$ cat src/rtl/nibbler_pkg.sv
// Shared encodings for the nibble datapath: ALU opcodes, instruction opcodes,
// B-operand selects, sequencer states and instruction-class helpers.
package nibbler_pkg;

  localparam logic [2:0] ALU_OUT = 3'b000;
  localparam logic [2:0] ALU_CMP = 3'b001;
  localparam logic [2:0] ALU_LD  = 3'b010;
  localparam logic [2:0] ALU_ADD = 3'b011;
  localparam logic [2:0] ALU_NOR = 3'b100;

  localparam logic [3:0] OP_JC   = 4'd0;
  localparam logic [3:0] OP_JNC  = 4'd1;
  localparam logic [3:0] OP_JZ   = 4'd2;
  localparam logic [3:0] OP_JNZ  = 4'd3;
  localparam logic [3:0] OP_J    = 4'd4;
  localparam logic [3:0] OP_CMPI = 4'd5;
  localparam logic [3:0] OP_CMPM = 4'd6;
  localparam logic [3:0] OP_LIT  = 4'd7;
  localparam logic [3:0] OP_IN   = 4'd8;
  localparam logic [3:0] OP_LD   = 4'd9;
  localparam logic [3:0] OP_ST   = 4'd10;
  localparam logic [3:0] OP_OUT  = 4'd11;
  localparam logic [3:0] OP_ADDI = 4'd12;
  localparam logic [3:0] OP_ADDM = 4'd13;
  localparam logic [3:0] OP_NORI = 4'd14;
  localparam logic [3:0] OP_NORM = 4'd15;

  localparam logic [1:0] BSEL_IMM = 2'd0;
  localparam logic [1:0] BSEL_MEM = 2'd1;
  localparam logic [1:0] BSEL_IN  = 2'd2;

  typedef enum logic [2:0] {
    S_FETCH,
    S_DECODE,
    S_ADDR,
    S_MEM,
    S_EXEC
  } state_t;

  function automatic logic is_two_word(input logic [3:0] op);
    case (op)
      OP_JC, OP_JNC, OP_JZ, OP_JNZ, OP_J,
      OP_CMPM, OP_LD, OP_ST, OP_ADDM, OP_NORM: return 1'b1;
      default:                                 return 1'b0;
    endcase
  endfunction

  function automatic logic is_mem_read(input logic [3:0] op);
    case (op)
      OP_CMPM, OP_LD, OP_ADDM, OP_NORM: return 1'b1;
      default:                          return 1'b0;
    endcase
  endfunction

endpackage

$ cat src/rtl/nibbler_control.sv
// Fetch/decode/execute sequencer: owns PC, IR and flags, reads the program ROM
// and drives the ALU controls and write strobes for one instruction at a time.
module nibbler_control
  import nibbler_pkg::*;
#(
  parameter int              PC_W     = 12,
  parameter logic [PC_W-1:0] RESET_PC = '0
) (
  input  logic            clock,
  input  logic            reset,
  output logic [PC_W-1:0] prog_addr,
  input  logic [7:0]      prog_data,
  output logic [PC_W-1:0] data_addr,
  output logic            data_we,
  output logic [2:0]      alu_opcode,
  output logic [1:0]      alu_b_sel,
  output logic [3:0]      alu_imm,
  input  logic            alu_carry,
  input  logic            alu_zero,
  output logic            acc_we,
  output logic            out_we,
  output logic            flag_c,
  output logic            flag_z,
  output logic            instr_done
);

  state_t          r_state, w_state_next;
  logic [PC_W-1:0] r_pc, w_pc_next;
  logic [7:0]      r_ir, w_ir_next;
  logic [7:0]      r_addr_lo, w_addr_lo_next;
  logic [PC_W-1:0] r_data_addr, w_data_addr_next;
  logic            r_flag_c, w_flag_c_next;
  logic            r_flag_z, w_flag_z_next;

  logic [3:0]      w_op;
  logic [PC_W-1:0] w_target;
  logic [2:0]      w_alu_opcode;
  logic [1:0]      w_b_sel;
  logic            w_acc_we, w_data_we, w_out_we, w_done, w_upd_flags;

  assign w_op     = r_ir[7:4];
  assign w_target = PC_W'({r_ir[3:0], r_addr_lo});

  always_comb begin
    w_state_next     = r_state;
    w_pc_next        = r_pc;
    w_ir_next        = r_ir;
    w_addr_lo_next   = r_addr_lo;
    w_data_addr_next = r_data_addr;
    w_flag_c_next    = r_flag_c;
    w_flag_z_next    = r_flag_z;
    w_alu_opcode     = ALU_OUT;
    w_b_sel          = BSEL_IMM;
    w_acc_we         = 1'b0;
    w_data_we        = 1'b0;
    w_out_we         = 1'b0;
    w_done           = 1'b0;
    w_upd_flags      = 1'b0;

    case (r_state)
      S_FETCH: begin
        w_pc_next    = r_pc + PC_W'(1);
        w_state_next = S_DECODE;
      end
      S_DECODE: begin
        w_ir_next = prog_data;
        if (is_two_word(prog_data[7:4])) begin
          w_pc_next    = r_pc + PC_W'(1);
          w_state_next = S_ADDR;
        end else begin
          w_state_next = S_EXEC;
        end
      end
      S_ADDR: begin
        w_addr_lo_next   = prog_data;
        w_data_addr_next = PC_W'({r_ir[3:0], prog_data});
        w_state_next     = is_mem_read(w_op) ? S_MEM : S_EXEC;
      end
      S_MEM: w_state_next = S_EXEC;
      S_EXEC: begin
        w_done       = 1'b1;
        w_state_next = S_FETCH;
        case (w_op)
          OP_JC:   if (r_flag_c)  w_pc_next = w_target;
          OP_JNC:  if (!r_flag_c) w_pc_next = w_target;
          OP_JZ:   if (r_flag_z)  w_pc_next = w_target;
          OP_JNZ:  if (!r_flag_z) w_pc_next = w_target;
          OP_J:    w_pc_next = w_target;
          OP_CMPI: begin w_alu_opcode = ALU_CMP; w_upd_flags = 1'b1; end
          OP_CMPM: begin w_alu_opcode = ALU_CMP; w_b_sel = BSEL_MEM; w_upd_flags = 1'b1; end
          OP_LIT:  begin w_alu_opcode = ALU_LD; w_acc_we = 1'b1; end
          OP_IN:   begin w_alu_opcode = ALU_LD; w_b_sel = BSEL_IN; w_acc_we = 1'b1; end
          OP_LD:   begin w_alu_opcode = ALU_LD; w_b_sel = BSEL_MEM; w_acc_we = 1'b1; end
          OP_ST:   w_data_we = 1'b1;
          OP_OUT:  w_out_we  = 1'b1;
          OP_ADDI: begin w_alu_opcode = ALU_ADD; w_acc_we = 1'b1; w_upd_flags = 1'b1; end
          OP_ADDM: begin w_alu_opcode = ALU_ADD; w_b_sel = BSEL_MEM; w_acc_we = 1'b1; w_upd_flags = 1'b1; end
          OP_NORI: begin w_alu_opcode = ALU_NOR; w_acc_we = 1'b1; w_upd_flags = 1'b1; end
          OP_NORM: begin w_alu_opcode = ALU_NOR; w_b_sel = BSEL_MEM; w_acc_we = 1'b1; w_upd_flags = 1'b1; end
          default: ;
        endcase
        if (w_upd_flags) begin
          w_flag_c_next = alu_carry;
          w_flag_z_next = alu_zero;
        end
      end
      default: w_state_next = S_FETCH;
    endcase

    // A reset landing on the EXEC cycle aborts the instruction with no side effects.
    if (reset) begin
      w_alu_opcode = ALU_OUT;
      w_b_sel      = BSEL_IMM;
      w_acc_we     = 1'b0;
      w_data_we    = 1'b0;
      w_out_we     = 1'b0;
      w_done       = 1'b0;
    end
  end

  always_ff @(posedge clock) begin
    if (reset) begin
      r_state     <= S_FETCH;
      r_pc        <= RESET_PC;
      r_ir        <= '0;
      r_addr_lo   <= '0;
      r_data_addr <= '0;
      r_flag_c    <= 1'b0;
      r_flag_z    <= 1'b0;
    end else begin
      r_state     <= w_state_next;
      r_pc        <= w_pc_next;
      r_ir        <= w_ir_next;
      r_addr_lo   <= w_addr_lo_next;
      r_data_addr <= w_data_addr_next;
      r_flag_c    <= w_flag_c_next;
      r_flag_z    <= w_flag_z_next;
    end
  end

  assign prog_addr  = r_pc;
  assign data_addr  = r_data_addr;
  assign alu_imm    = r_ir[3:0];
  assign flag_c     = r_flag_c;
  assign flag_z     = r_flag_z;
  assign alu_opcode = w_alu_opcode;
  assign alu_b_sel  = w_b_sel;
  assign acc_we     = w_acc_we;
  assign data_we    = w_data_we;
  assign out_we     = w_out_we;
  assign instr_done = w_done;

endmodule
$ cat config.mk
export PLATFORM = sky130hd
export DESIGN_NAME = nibbler_control
export DESIGN_NICKNAME = d
export VERILOG_FILES = /design/src/rtl/nibbler_pkg.sv /design/src/rtl/nibbler_control.sv
export SDC_FILE = /design/constraint.sdc
export NUM_CORES = 1
export LEC_CHECK = 0
export BUFFER_PORTS_ARGS = -buffer_cell sky130_fd_sc_hd__buf_4
export CORE_MARGIN = 2
export CORE_UTILIZATION = 52
export CTS_BUF_LIST = sky130_fd_sc_hd__clkbuf_16
export DETAILED_ROUTE_END_ITERATION = 8
export PLACE_DENSITY = 0.81
export RECOVER_POWER = 25
export SYNTH_ARGS = -nofsm -noshare
export SYNTH_HDL_FRONTEND = slang
export SYNTH_SLANG_ARGS = --single-unit
$ cat constraint.sdc
create_clock -name clock -period 2.2 [get_ports clock]
set_input_delay 0.11 -clock clock [delete_from_list [all_inputs] [get_ports clock]]
set_output_delay 0.11 -clock clock [all_outputs]
set_load 0.01 [all_outputs]
**Yosys cells after proc, flatten, opt, wreduce, memory -nomap -nowiden**

Memory sizes are Yosys's and may differ from the RTL's.
Cells that the tools add are included.

- Register bits: 45
- Memory bits (read-only): 16
- Bits of input ports: 12
- Output and inout bits: 39
- Logic and storage cells: 78
- Memories kept: 1

Memories:

| name | words | width | rd ports | clocked after Yosys merged registers in | wr ports | RTL line | RTL |
|---|---|---|---|---|---|---|---|
| (no name shown) | 16 | 1 | 1 | 0 | 0 | nibbler_pkg.sv:41 | `case (op)` |

- Add/sub/neg operators: 1
- Equality and inequality tests: 25
- Mux-type cells: 32
- Reduce and logical (&&, ||, !) cells: 12

Operators by type and width:

| cell | number |
|---|---|
| $mux 12 | 5 |
| $pmux 12 s5 | 1 |
| $pmux 12 s3 | 1 |
| $eq 4x4->1 const B | 8 |
| $pmux 3 s4 | 2 |
| $eq 4x3->1 const B | 4 |
| $mux 1 | 16 |
| $add 12x1->12 const B | 1 |
| $mux 3 | 4 |
| $ne 3x3->1 const B | 4 |
| $eq 4x2->1 const B | 2 |
| $reduce_and 7->1 | 1 |
| $reduce_or 7->1 | 1 |
| $eq 3x2->1 const B | 2 |
| $ne 6x1->1 const B | 1 |
| $reduce_or 2->1 | 3 |
| $reduce_or 6->1 | 1 |
| $eq 4x1->1 const B | 1 |
| $logic_not 4->1 | 1 |
| $mux 2 | 2 |
| $pmux 2 s2 | 1 |
| $reduce_or 4->1 | 1 |
| $eq 3x1->1 const B | 1 |
| $eq 3x3->1 const B | 1 |
| 5 further kinds | 5 |

**Logic depth before layout (Yosys ltp)**

- Word-level depth: 6
- Mapped depth: 7
- Depth with buffers taken out: 6

**Least setup slack after synthesis**

OpenSTA, ideal clock, no wires.

- Kind: reg-to-output
- Start point: reg r_state[1]
- End point: out alu_b_sel[1]
- Data arrival time: 1.875 ns
- Setup slack: 0.215 ns
- Cell stages (with the launch flop): 7
- Buffers on the path: 2
- Cells stage by stage: dfxtp_1 -> buf_2 -> or3b_2 -> clkbuf_1 -> nor2_1 -> nand2_1 -> nor4_1

- Word-level cells in the longest chain between the ends: 3

RTL lines:

| item | RTL line | RTL |
|---|---|---|
| start, declared | nibbler_control.sv:27 | `state_t r_state, w_state_next;` |
| start signal, assigned | nibbler_control.sv:131 | `r_state <= w_state_next;` |
| $eq 3x3->1 | nibbler_control.sv:60 | `case (r_state)` |
| $mux 2 | nibbler_control.sv:60 |  |
| $mux 2 | nibbler_control.sv:111 | `if (reset) begin` |
| end, declared | nibbler_control.sv:16 | `output logic [1:0] alu_b_sel,` |

No other way between the ends.

**Worst setup path after layout**

- Start point: reg r_state[2]
- End point: out data_we

- Word-level cells in the longest chain between the ends: 3

RTL lines:

| item | RTL line | RTL |
|---|---|---|
| $eq 3x3->1 | nibbler_control.sv:60 |  |
| $mux 1 | nibbler_control.sv:60 |  |
| $mux 1 | nibbler_control.sv:111 |  |
| end, declared | nibbler_control.sv:14 | `output logic data_we,` |

No other way between the ends.

==> results.json <==
{
  "insertion_delay_ns": 0.28,
  "slowest_delay_ns": 0.51,
  "grt.total_usage_pct": 25.1,
  "powerDensity_nw_per_um2": 788,
  "preCtsSetupSlack_ns": 0.189,
  "cp_top_family": "simple AND/OR/NAND/NOR gates",
  "avgSynthCellArea_um2": 8.03,
  "cts_setup_buffers": 0,
  "internal-power_mw": 1.40,
  "ys.warnings.count": 0,
  "power_frac_seq_pct": 39.9,
  "avgRoutedWirePerCell_um": 15.4,
  "rsz0062_at_grt": "false",
  "vias_per_cell": 5.95,
  "drc": 0,
  "relSlewSlack_pct": 64.1,
  "cp.required_ns": 2.09,
  "hold_class": "in2reg",
  "maxCapViolCount": 0,
  "yosysTopAreaCell": "dfxtp_1",
  "power_frac_clock_pct": 41.1,
  "seq_area_frac_synth_pct": 37.5,
  "hpwl_um": 3640,
  "ios": 51,
  "power_leakage_nw": 0.940,
  "portBuffers": 50,
  "crit_type": "reg2out",
  "path_cells": "or3b_4 > nor2_2 > nand2_1 > nor3b_1 > buf_4",
  "drtPass1Iterations": 4,
  "yosysUniqueCellTypes": 51,
  "drive_gt1_share_pct": 19.1,
  "ir_drop_v": 0.000600,
  "fmax_mhz": 499,
  "fin_ws_ns": 0.197,
  "dieWidth_um": 65.6,
  "clockBufferDepth": 2,
  "wirelength_um": 5270,
  "placed_area_um2": 2370,
  "arrival_ns": 1.89,
  "antenna_found_initial": 0,
  "syn_nets": 259,
  "synth_edf_count": 0,
  "hp-start": "alu_zero",
  "die_h_um": 65.6,
  "coreArea_um2": 3660,
  "cts.sinks": 37,
  "power_frac_comb_pct": 19.0,
  "place.gp.congestion": 0.885,
  "period_share_pct": 91.1,
  "hold_viol_final": 0,
  "start_util_pct": 53.9,
  "fin_crit_ns": 2.00,
  "grt_max_degree": 42,
  "synth_top_area_share_pct": 37.5,
  "synthCells": 246,
  "final_max_slew_viol_count": 0,
  "rows": 22,
  "cp-startpoint": "r_state[2]$_SDFF_PP0_",
  "area.growth.synth_to_final_pct": 25.4,
  "dr.first_iter.drc_count": 151,
  "p_switching_mw": 0.550,
  "vias": 2028,
  "crit_path_start_kind": "flop",
  "path_buf_inv": 1,
  "cts_tree": "yes",
  "synth_ff_type": "dfxtp_1",
  "grt_pass1_wl_um": 8330,
  "grt_remaining_overflow": 0,
  "status": "finished, final reports clean",
  "r2r-start": "r_state[1]$_SDFF_PP0_",
  "p_sw_share_pct": 28.2,
  "finClkSkew_ns": 0.00303,
  "antenna_cells": 0,
  "ys_top_cells_by_count": "dfxtp_1, nor2_1, nand2_1, a21oi_1, mux2i_1",
  "r2r_slack_ns": 0.20,
  "fin_area_um2": 2480,
  "endpoint_kind": "primary output",
  "synth_most_common_cell": "dfxtp_1",
  "clk_pin_slew_ns": 0.06,
  "finalSetupViolCount": 0,
  "netlist_area_um2": 1970,
  "async_reset_ff_share_pct": 0,
  "grt_pass1_vias": 1732,
  "yosys_register_bits": 37,
  "h-tree-depth": 2,
  "die_area_um2": 4310,
  "cts_root_buf": "clkbuf_16",
  "cts_buffers": 5,
  "ant_nets": 0,
  "hold_slack_ns": 0.0580,
  "final_nets": 305,
  "final_util_pct": 67.6,
  "fillers": 307,
  "cp_slowest_cell": "or3b_4",
  "setup_tns_ns": 0,
  "worstPathMaxFanout": 13,
  "ys_top_cells_by_area": "dfxtp_1, mux2i_1, nor2_1, nand2_1, a21oi_1",
  "tightest_slew_ns": 0.534
}
-- per-layer routing --
layer | share of wire, % | global-route usage [%] | wire (um)
met5 | 0 | 0 | 0
met4 | 2.0 | 7.29 | 105
met3 | 7.7 | 6.34 | 405
met2 | 46 | 39.8 | 2400
met1 | 45 | 33.8 | 2350
-- cell type report --
cell class	instances	area (um^2)	area share, %
multi-input combinational	184	1120	45.3
sequential	37	741	29.9
timing repair buffer	57	360	14.6
clock buffer	5	125	5.05
tap	48	60.1	2.43
clock inverter	3	41.3	1.67
inverter	7	26.3	1.06
-- placed cells by master, fill, tap and decap left out, types with 2 or more instances in the layout --
| cell type | instances |
|---|---|
| mux2_2 | 2 |
| dfxtp_1 | 37 |
| o211ai_1 | 4 |
| nor3_2 | 2 |
| inv_1 | 6 |
| nand4_1 | 4 |
| mux2i_1 | 14 |
| o31ai_1 | 5 |
| nor2b_1 | 2 |
| xor2_1 | 2 |
| clkbuf_1 | 18 |
| o32ai_1 | 2 |
| and3_1 | 3 |
| o21ai_0 | 7 |
| nor2_1 | 32 |
| nor3b_1 | 2 |
| clkbuf_16 | 5 |
| nor3_1 | 9 |
| nand3b_1 | 2 |
| buf_4 | 39 |
| a22oi_1 | 3 |
| o311ai_0 | 2 |
| o21a_1 | 2 |
| and2_1 | 2 |
| a31oi_1 | 2 |
| nor4_1 | 6 |
| nand3_1 | 6 |
| nand2_1 | 31 |
| a21oi_1 | 15 |
| xnor2_1 | 3 |
| clkinv_1 | 2 |
-- state kept, by name (all words and copies together) (netlist names) --
signal     flops
data_addr      5
flag_c         1
flag_z         1
prog_addr     12
r_addr_lo      7
r_ir           8
r_state        3
-- final timing paths --
path	end	cells past startpoint
min	flag_z$_SDFFE_PP0P_	3
max reg2reg	prog_addr[9]$_SDFFE_PP0P_	5
min reg2reg	r_ir[4]$_SDFFE_PP0P_	2
max	data_we	5
-- power groups by stage --
stage / sequential [mW] / combinational [mW] / clock (mW)
after floorplan: 0.783 / 0.243 / 0
after global placement: 0.790 / 0.360 / 0
after detailed placement: 0.791 / 0.369 / 0
after CTS: 0.777 / 0.372 / 0.808
after global routing: 0.786 / 0.403 / 0.835
final: 0.779 / 0.370 / 0.802
-- metrics by stage --
step | power [mW] | cells
finish | 1.95 | 341
global route | 2.02 | 341
CTS | 1.96 | 341
detailed placement | 1.16 | 333
global placement | 1.15 | 333
floorplan | 1.03 | 246
-- worst reg2reg max path: stages, from the launching register on --
cell	delay (ns)
dfxtp_1	0.40
nor4b_1	0.34
a21oi_1	0.16
a22oi_2	0.32
nand2_1	0.28
o41ai_1	0.40
-- kinds of logic (layout without fill, tap and decap cells) --
group | count (synthesis) | in the layout | share of synthesized area, %
flip-flops | 37 | 37 | 37.5
AND/OR/NAND/NOR | 110 | 110 | 27.7
multiplexers | 16 | 16 | 8.24
buffers and inverters | 25 | 72 | 5.89
AO/OA/AOI/OAI | 52 | 52 | 17.8
adder cells (fa/ha/maj) | 1 | 1 | 0.634
XOR/XNOR | 5 | 5 | 2.22
-- repair_timing --
| item | 4_1_cts | 5_1_grt |
|---|---|---|
| resized for setup | 1 | 1 |
| setup endpoints to repair | 2 | 2 |
| hold buffers | 0 | 0 |
| pin swaps | 0 | 0 |
No activity file was read; power rests on OpenSTA's default activity.
